`src/rtl/sram_mp_controller.sv`:
```
// sram_mp_controller: round-robin arbiter from NUM_CH requestors onto one
// single-port SRAM, with a latency pipe steering read data to its issuer.
module sram_mp_controller #(
  parameter int ADDR_WIDTH = 3,
  parameter int DATA_WIDTH = 32,
  parameter int NUM_CH = 2,
  parameter int SRAM_LATENCY = 1,
  localparam int CH_W = (NUM_CH > 1) ? $clog2(NUM_CH) : 1
) (
  input  logic                         clock,
  input  logic                         reset,
  input  logic [NUM_CH-1:0]            req_valid,
  output logic [NUM_CH-1:0]            req_ready,
  input  logic [NUM_CH-1:0]            req_rw,
  input  logic [NUM_CH*ADDR_WIDTH-1:0] req_addr,
  input  logic [NUM_CH*DATA_WIDTH-1:0] req_wdata,
  output logic [NUM_CH-1:0]            rsp_valid,
  output logic [DATA_WIDTH-1:0]        rsp_data,
  output logic [CH_W-1:0]              rsp_ch,
  output logic                         busy,
  input  logic [DATA_WIDTH-1:0]        sram_out_data,
  output logic                         sram_enable,
  output logic                         sram_rw,
  output logic [ADDR_WIDTH-1:0]        sram_addr,
  output logic [DATA_WIDTH-1:0]        sram_write_data
);
  localparam int CW1 = CH_W + 1;
  localparam logic [CW1-1:0] NCH = CW1'(NUM_CH);
  localparam logic [NUM_CH-1:0] ONE = NUM_CH'(1);
  localparam int LAST = SRAM_LATENCY;

  logic [CH_W-1:0] ptr;
  logic [CH_W-1:0] gnt_idx;
  logic            gnt_any;
  logic            gnt;
  logic            rd_gnt;
  logic [CW1-1:0]  cand;
  logic [CW1-1:0]  nxt;

  // Walk from the farthest offset down so the nearest one to ptr wins.
  always_comb begin
    gnt_any = 1'b0;
    gnt_idx = '0;
    cand = '0;
    for (int k = NUM_CH - 1; k >= 0; k--) begin
      cand = {1'b0, ptr} + CW1'(k);
      if (cand >= NCH) cand = cand - NCH;
      if (req_valid[cand[CH_W-1:0]]) begin
        gnt_any = 1'b1;
        gnt_idx = cand[CH_W-1:0];
      end
    end
  end

  assign gnt = gnt_any & ~reset;
  assign rd_gnt = gnt & ~req_rw[gnt_idx];
  assign req_ready = gnt ? (ONE << gnt_idx) : '0;
  assign nxt = {1'b0, gnt_idx} + CW1'(1);

  always_ff @(posedge clock) begin
    if (reset) begin
      ptr <= '0;
      sram_enable <= 1'b0;
      sram_rw <= 1'b0;
      sram_addr <= '0;
      sram_write_data <= '0;
    end else begin
      sram_enable <= gnt;
      if (gnt) begin
        ptr <= (nxt == NCH) ? '0 : nxt[CH_W-1:0];
        sram_rw <= req_rw[gnt_idx];
        sram_addr <= req_addr[gnt_idx*ADDR_WIDTH +: ADDR_WIDTH];
        sram_write_data <= req_wdata[gnt_idx*DATA_WIDTH +: DATA_WIDTH];
      end
    end
  end

  logic [LAST:0]   pv;
  logic [CH_W-1:0] pc [LAST+1];

  always_ff @(posedge clock) begin
    if (reset) begin
      pv <= '0;
    end else begin
      pv[0] <= rd_gnt;
      for (int i = 1; i <= LAST; i++) pv[i] <= pv[i-1];
    end
  end

  always_ff @(posedge clock) begin
    pc[0] <= gnt_idx;
    for (int i = 1; i <= LAST; i++) pc[i] <= pc[i-1];
  end

  always_ff @(posedge clock) begin
    if (reset) begin
      rsp_valid <= '0;
      rsp_data <= '0;
      rsp_ch <= '0;
    end else begin
      rsp_valid <= pv[LAST] ? (ONE << pc[LAST]) : '0;
      if (pv[LAST]) begin
        rsp_data <= sram_out_data;
        rsp_ch <= pc[LAST];
      end
    end
  end

  assign busy = (|pv) | (|rsp_valid);

endmodule

```
`config.mk`:
```
export PLATFORM = sky130hd
export DESIGN_NAME = sram_mp_controller
export DESIGN_NICKNAME = d
export VERILOG_FILES = /design/src/rtl/sram_mp_controller.sv
export SDC_FILE = /design/constraint.sdc
export NUM_CORES = 1
export LEC_CHECK = 0
export CAP_MARGIN = 20
export CORE_MARGIN = 2
export CORE_UTILIZATION = 35
export CTS_BUF_LIST = sky130_fd_sc_hd__clkbuf_8
export DETAILED_ROUTE_END_ITERATION = 6
export PLACE_DENSITY_LB_ADDON = 0.05
export SLEW_MARGIN = 20
export SYNTH_ARGS = -nofsm -noshare
export SYNTH_HDL_FRONTEND = slang
export SYNTH_SLANG_ARGS = --single-unit
```
`constraint.sdc`:
```
create_clock -name clock -period 1.5 [get_ports clock]
set_clock_uncertainty 0.15 [all_clocks]
set_input_delay 0.225 -clock clock [delete_from_list [all_inputs] [get_ports clock]]
set_output_delay 0.225 -clock clock [all_outputs]
set_load 0.02 [all_outputs]
```
# After elaboration in Yosys (flattened, before gate mapping)
# Memory sizes are Yosys's and may differ from the RTL's.
# Index checks and enable logic that the tools add are counted.
dict set report classes {
  n_addsub 4
  n_mul 1
  magnitude_cmp 5
  n_eq_ne 1
  n_shift 4
  mux 14
  bitwise_logic 6
  n_reduce_logical 3
}
# cell count
set op_table {}
lappend op_table {{$shiftx A64 B7 Y32} 1}
lappend op_table {{$mux W1} 13}
lappend op_table {{$lt A1 B2 Y1 const B} 3}
lappend op_table {{$reduce_or A2 Y1} 3}
lappend op_table {{$shiftx A6 B4 Y3} 1}
lappend op_table {{$add A1 B1 Y2 const B} 2}
lappend op_table {{$shl A1 B1 Y2 const A} 2}
lappend op_table {{$mul A1 B2 Y3 const B} 1}
lappend op_table {{$not A1 Y1} 3}
lappend op_table {{$and A1 B1 Y1} 2}
lappend op_table {{$eq A2 B2 Y1 const B} 1}
lappend op_table {{$ge A1 B2 Y1 const B} 1}
lappend op_table {{$ge A2 B2 Y1 const B} 1}
lappend op_table {{$mux W2} 1}
lappend op_table {{$sub A1 B1 Y1 const B} 2}
lappend op_table {{$or A1 B1 Y1} 1}
dict set report word_totals {
  regBits 75
  mem_bits_rw 2
  input_bits 108
  output_inout_bits 75
  word_cells 48
  memories 1
}
# name depth word_bits rd rd_clocked_by_memory_dff write_ports line_no
set memory_table {}
lappend memory_table {pc 2 1 2 0 2 79} ;# logic [CH_W-1:0] pc [LAST+1];

# Longest topological paths before layout
# Gate-level depths: netlist of the first run.
dict set report depth {
  ltp_word 11
  mapped_depth 5
}

# Least setup slack after synthesis of the first run
# Ideal clock, no wire load.
dict set report synth_timing {
  kind {register to output}
  start {register pv[1]}
  end {output busy}
  arrival_time_ns 1.079
  path_slack_ns 0.046
  stages_incl_launch_ff 3
  n_path_buf 1
  cell_sequence {dfxtp_1 buf_2 or4_1}
}
dict set report synth_between {
  elab_chain_len 2
}
# item line_no
set synth_lines {}
lappend synth_lines {{start, declared} 78} ;# logic [LAST:0] pv;
lappend synth_lines {{start signal, assigned} 83} ;# pv <= '0;
lappend synth_lines {{$reduce_or A2 Y1} 109} ;# assign busy = (|pv) | (|rsp_valid);
lappend synth_lines {{$or A1 B1 Y1} 109}
lappend synth_lines {{end, declared} 20} ;# output logic busy,
# No other way between the ends.

# Worst setup path after layout of the first run
dict set report layout_timing {
  start {register rsp_valid[0]}
  end {output busy}
}
dict set report layout_between {
  elab_chain_len 2
}
# item line_no
set layout_lines {}
lappend layout_lines {{start, declared} 17} ;# output logic [NUM_CH-1:0] rsp_valid,
lappend layout_lines {{start signal, assigned} 101} ;# rsp_valid <= pv[LAST] ? (ONE << pc[LAST]) : '0;
lappend layout_lines {{$reduce_or A2 Y1} 109}
lappend layout_lines {{$or A1 B1 Y1} 109}
# No other way between the ends.

==> results_dict.tcl, run 1 <==
set metrics [dict create \
    tightest_slew_ns 0.407 \
    syn_nets 364 \
    ys_top_cells_by_count "dfxtp_1 (77), nor2_1 (36), mux2i_1 (35), a221o_1 (33), and2_1 (33)" \
    maxSlewHeadroom_pct 72.9 \
    nets 552 \
    synth-seq-cells 77 \
    clock_sinks 77 \
    grt_pass1_wl_mm 12.9 \
    post-synth-top-area-fraction_pct 54.1 \
    portBuffers 182 \
    cts_made_buffers 9 \
    rsz0062_at_grt "yes" \
    leakage_nw 2.21 \
    antenna_found_initial 0 \
    ioPinCount 183 \
    h-tree-depth 3 \
    fillerInstances 701 \
    layout-drive-gt1-share_pct 9.80 \
    power_mw 4.69 \
    rows 32 \
    vias 2611 \
    post-route-util_pct 63.2 \
    setup_violations 3 \
    hold_end "pc[0][1]$_DFF_P_" \
    synthFlopType "dfxtp_1" \
    routed_wl_mm 8.06 \
    worstReg2RegEnd "sram_write_data[14]$_SDFFE_PP0P_" \
    clk_latency_ns 0.34 \
    critPathBufInv 1 \
    cap_violations 0 \
    gp_congestion 0.747 \
    synth_edf_count 0 \
    max_clock_freq_ghz 0.586 \
    placed_cells 535 \
    core-area_um2 7810 \
    criticalPathCategory "flip-flop to primary output" \
    grtUsageTotal_pct 18.6 \
    peakVddDrop_v 0.000488 \
    cts.hold.buffers_added 0 \
    endpoint_kind "primary output" \
    critPathArrivalTime_ns 1.33 \
    reg2regPathDepth 4 \
    die_area_um2 8870 \
    async_reset_ff_share_pct 0 \
    ant_nets 0 \
    die_h_um 94.2 \
    grt_max_degree 41 \
    hold_path.class "flip-flop to flip-flop" \
    start_util_pct 36.5 \
    synthTopCellsByArea "dfxtp_1 (54%), mux2i_1 (12%), a221o_1 (12%), and2_1 (7.2%), nor2_1 (4.7%)" \
    period_share_pct 114 \
    rr_startpoint "ptr$_SDFFE_PP0P_" \
    critPathMaxFanout 2 \
    antenna_cells 0 \
    drtIter0Drc 55 \
    critPathSlowestCell "or4_4" \
    whs_path_depth 0 \
    yosys_warnings 0 \
    slew_violations 0 \
    seq_area_frac_synth_pct 54.1 \
    crit_family "simple AND/OR/NAND/NOR gates" \
    status "complete, but fails checks" \
    wl_per_cell_um 14.6 \
    grt-ovfl-total 0 \
    path_cells "or4_4, buf_6" \
    period_minus_slack_ns 1.71 \
    synth_cells 256 \
    vias_per_cell 4.74 \
    synth_area_per_cell_um2 11.1 \
    ff2ff_setup_slack_ns 0.08 \
    finalNonFillerCells 551 \
    critPathMaxStageDelay_ns 0.52 \
    clk_pin_slew_ns 0.08 \
    clockBufferDepth 2 \
    yosysTopAreaCell "dfxtp_1" \
    worstSetupStartpointType "flip-flop" \
    die_w_um 94.2 \
    drc 0 \
    cp_data_required_time_ns 1.12 \
    fin_ws_ns -0.207 \
    violations "setup timing" \
    hp-start "pc[0][0]$_DFF_P_" \
    syn_to_final_growth_pct 73.4 \
    syn_area_um2 2850 \
    yosysMostFrequentCell "dfxtp_1" \
    firstDrtPassIters 4 \
    hold_violations 0 \
    power_density_nw_per_um2 950 \
    cts_tree "built" \
    grt_pass1_vias 2676 \
    place_hpwl_mm 5.80 \
    synth_cell_types 27 \
    clock-root-buffer "clkbuf_8" \
]
[kinds of logic (layout without fill, tap and decap cells)]
| kind of cell | Yosys count | after routing | share of synthesized area (%) |
|---|---|---|---|
| buffers and inverters | 23 | 216 | 4.48 |
| AND/OR/NAND/NOR | 81 | 81 | 15.5 |
| flip-flops | 77 | 77 | 54.1 |
| AO/OA/AOI/OAI | 40 | 40 | 13.6 |
| multiplexers | 35 | 35 | 12.3 |
[per-layer routing]
metal | vias to the layer above | track usage, % | wire, um
met2 | 116 | 30.5 | 3790
met5 | - | 0 | 0
li1 | 1288 | - | -
met3 | 14 | 7.22 | 776
met1 | 1193 | 21.9 | 3330
met4 | 0 | 7.25 | 163
[sequential cells by signal, indices dropped and copies added, names as in the netlist]
register,flops
pc,2
ptr,1
pv,2
rsp_ch,1
rsp_data,32
rsp_valid,2
sram_addr,3
sram_enable,1
sram_rw,1
sram_write_data,32
[worst max path at each step]
stage | from | to | slack (ns) | cells after the start
after floorplan | pv[1]$_SDFF_PP0_ | busy | 0.05 | 2
after global placement | req_valid[0] | req_ready[0] | -0.62 | 4
after detailed placement | req_valid[0] | req_ready[0] | -0.65 | 4
after CTS | rsp_valid[0]$_SDFF_PP0_ | busy | -0.21 | 2
after global routing | rsp_valid[0]$_SDFF_PP0_ | busy | -0.24 | 2
final | rsp_valid[0]$_SDFF_PP0_ | busy | -0.21 | 2
[cells in the final DEF (no fill, tap or decap)]
cell type | synthesis | routed
o32ai_1 | 1 | 1
dfxtp_2 | 0 | 4
inv_1 | 3 | 3
nor3_4 | 1 | 1
buf_6 | 3 | 6
bufinv_16 | 0 | 1
and2_1 | 33 | 33
and2b_4 | 1 | 1
inv_6 | 0 | 2
clkdlybuf4s50_1 | 0 | 104
inv_2 | 1 | 1
nor3_1 | 2 | 2
dfxtp_1 | 77 | 73
nor2_1 | 36 | 36
nor2_4 | 1 | 1
a221oi_1 | 2 | 2
a21oi_1 | 1 | 1
buf_12 | 0 | 1
clkinvlp_4 | 0 | 2
clkinv_2 | 0 | 1
buf_4 | 3 | 10
o21a_1 | 2 | 2
a221o_1 | 33 | 33
a21bo_2 | 1 | 1
clkbuf_8 | 0 | 10
or4_4 | 0 | 1
nor3b_1 | 1 | 1
dlygate4sd2_1 | 0 | 75
nor3_2 | 1 | 1
nand2b_1 | 1 | 1
mux2i_1 | 35 | 35
and3b_1 | 1 | 1
nor2b_1 | 2 | 2
[timing repair]
action | 4_1_cts | 5_1_grt
buffers inserted | 0 | 0
resized for setup | 95 | 5
endpoints found under the setup margin | 108 | 41
pin swaps | 1 | 0
[where the power goes]
part	switching [mW]	total, mW	internal, mW
clock	0.780	1.60	0.823
sequential	0.0519	2.21	2.16
combinational	0.374	0.873	0.498
[metrics by stage]
stage	hold slack (ns)	worst slack, ns	instance area (um2)	setup TNS [ns]
2_1_floorplan	0.160	0.0463	2850	0
3_3_place_gp	0.160	-0.616	4800	-23.48
3_5_place_dp	0.173	-0.651	4800	-25.67
4_1_cts	0.187	-0.215	4920	-0.313
5_1_grt	0.200	-0.243	4940	-0.463
6_report	0.183	-0.207	4940	-0.307
[area by class of cell]
cell class                 instances  area, um2  area share (%)
multi-input combinational        156       1180            23.9
timing repair buffer             196       1860            37.7
inverter                           4       15.0           0.304
clock buffer                      10        138            2.79
sequential                        77       1550            31.3
clock inverter                     6       67.6            1.37
tap                              102        128            2.58
Note: power is estimated with default switching activity, not from simulation.
==> run 2: changes to the inputs <==
--- a/config.mk
+++ b/config.mk
@@ -9,6 +9,7 @@
 export CORE_MARGIN = 2
 export CORE_UTILIZATION = 35
 export CTS_BUF_LIST = sky130_fd_sc_hd__clkbuf_8
+export CTS_CLUSTER_DIAMETER = 80
 export DETAILED_ROUTE_END_ITERATION = 6
 export PLACE_DENSITY_LB_ADDON = 0.05
 export SLEW_MARGIN = 20
==> results of run 2 <==
Same layout as run 1: the final DEF is identical, and so are final timing and power.
==> run 3: changes to the inputs <==
--- a/config.mk
+++ b/config.mk
@@ -6,8 +6,10 @@
 export NUM_CORES = 1
 export LEC_CHECK = 0
 export CAP_MARGIN = 20
+export CELL_PAD_IN_SITES_DETAIL_PLACEMENT = 2
+export CELL_PAD_IN_SITES_GLOBAL_PLACEMENT = 2
 export CORE_MARGIN = 2
-export CORE_UTILIZATION = 35
+export CORE_UTILIZATION = 21
 export CTS_BUF_LIST = sky130_fd_sc_hd__clkbuf_8
 export CTS_CLUSTER_DIAMETER = 80
 export DETAILED_ROUTE_END_ITERATION = 6
==> results_dict.tcl, run 3 (synthesized netlist as in run 1, its figures left out) <==
set metrics [dict create \
    cp_data_required_time_ns 1.12 \
    maxSlewHeadroom_pct 69.7 \
    leakage_nw 2.24 \
    critPathArrivalTime_ns 1.34 \
    whs_path_depth 0 \
    rsz0062_at_grt "yes" \
    peakVddDrop_v 0.000356 \
    register_area_um2 1550 \
    antenna_cells 0 \
    critPathMaxFanout 2 \
    reg2regPathDepth 5 \
    grt-ovfl-total 0 \
    clockBufferDepth 2 \
    place_hpwl_mm 7.38 \
    power_mw 4.76 \
    hold_violations 0 \
    criticalPathCategory "flip-flop to primary output" \
    start_util_pct 21.5 \
    cts_made_buffers 9 \
    period_minus_slack_ns 1.71 \
    dpl_cell_area_um2 4880 \
    grt_pass1_wl_mm 16.2 \
    top_regs "rsp_data: 32 flops, sram_write_data: 32 flops, sram_addr: 3 flops" \
    endpoint_kind "primary output" \
    grt_max_degree 43 \
    grtUsageTotal_pct 14.5 \
    die_area_um2 14500 \
    antenna_found_initial 0 \
    status "complete, but fails checks" \
    multi_input_area_um2 1200 \
    ant_nets 0 \
    violations "setup timing" \
    routed_wl_mm 10.7 \
    clk_pin_slew_ns 0.08 \
    fin_area_um2 5130 \
    fin_ws_ns -0.214 \
    cts_tree "built" \
    max_clock_freq_ghz 0.583 \
    firstDrtPassIters 4 \
    nets 557 \
    slew_violations 0 \
    clock_sinks 77 \
    worstSetupStartpointType "flip-flop" \
    die_w_um 120 \
    fin_hold_ws_ns 0.184 \
    vias_per_cell 4.39 \
    power_density_nw_per_um2 927 \
    die_h_um 120 \
    h-tree-depth 3 \
    portBuffers 182 \
    ioPinCount 183 \
    drc 0 \
    core-area_um2 13200 \
    vias 2764 \
    layout_common_cells "clkdlybuf4s50_1 (104), dfxtp_1 (73), dlygate4sd2_1 (69), nor2_1 (36), mux2i_1 (35)" \
    grt_pass1_vias 3093 \
    layout-drive-gt1-share_pct 11.7 \
    post-route-util_pct 38.8 \
    tightest_slew_ns 0.455 \
    wl_per_cell_um 17.0 \
    drtIter0Drc 87 \
    cap_violations 0 \
    rows 42 \
    hold_path.class "flip-flop to flip-flop" \
    period_share_pct 114 \
    gp_congestion 0.787 \
    setup_violations 8 \
    clk_latency_ns 0.35 \
    fillerInstances 1493 \
    clock-root-buffer "clkbuf_8" \
    syn_to_final_growth_pct 80.3 \
    final_common_cell "clkdlybuf4s50_1" \
]
-- run 3: changes by cell type in the layout (fill, tap and decap cells not counted), moves of 2 or more --
cell,before,now
inv_6,2,0
clkbuf_16,0,2
clkdlybuf4s15_1,0,3
buf_8,0,2
dlygate4sd2_1,75,69
-- run 3: final timing paths --
path | start | end | slack [ns]
max | rsp_valid[0]$_SDFF_PP0_ | busy | -0.21
min | pc[0][0]$_DFF_P_ | pc[0][1]$_DFF_P_ | 0.18
max reg2reg | ptr$_SDFFE_PP0P_ | sram_write_data[2]$_SDFFE_PP0P_ | 0
min reg2reg | pc[0][0]$_DFF_P_ | pc[0][1]$_DFF_P_ | 0.18
-- run 3: final cells by class --
class	instances	share of cell area, %
repair buffers	201	38.1
clock inverters	6	1.22
flip-flops and latches	77	30.1
multi-input cells	156	23.3
inverters	4	0.292
well taps	176	4.29
clock buffers	10	2.68
-- run 3: repair_timing --
| action | CTS | global route |
|---|---|---|
| pin swaps | 1 | 1 |
| gates resized for setup | 100 | 13 |
| gates cloned | 0 | 3 |
| endpoints found under the setup margin | 108 | 66 |
| setup buffers | 1 | 2 |
| hold buffers | 0 | 0 |
-- run 3: per-stage QoR --
stage | TNS [ns] | std cells | worst slack [ns]
floorplan | 0 | 256 | 0.0463
global placement | -14.83 | 608 | -0.559
detailed placement | -15.57 | 608 | -0.565
CTS | -0.446 | 625 | -0.245
global route | -1.79 | 630 | -0.261
finish | -0.537 | 630 | -0.214
-- run 3: power breakdown --
group / internal [mW] / switching (mW) / leakage, nW / total (mW)
combinational: 0.526 / 0.406 / 1.51 / 0.932
sequential: 2.16 / 0.0529 / 0.634 / 2.21
clock: 0.808 / 0.807 / 0.0943 / 1.61
-- run 3: critical path, stage by stage, from the launching register on --
cell,delay (ns)
dfxtp_2,0.32
or4_4,0.52
buf_6,0.15
-- run 3: routing by layer --
layer / global-route usage, % / share of wire [%]
met5: 0 / 0
met3: 6.75 / 9.9
met1: 15.8 / 40
met4: 6.18 / 1.6
met2: 24.1 / 49
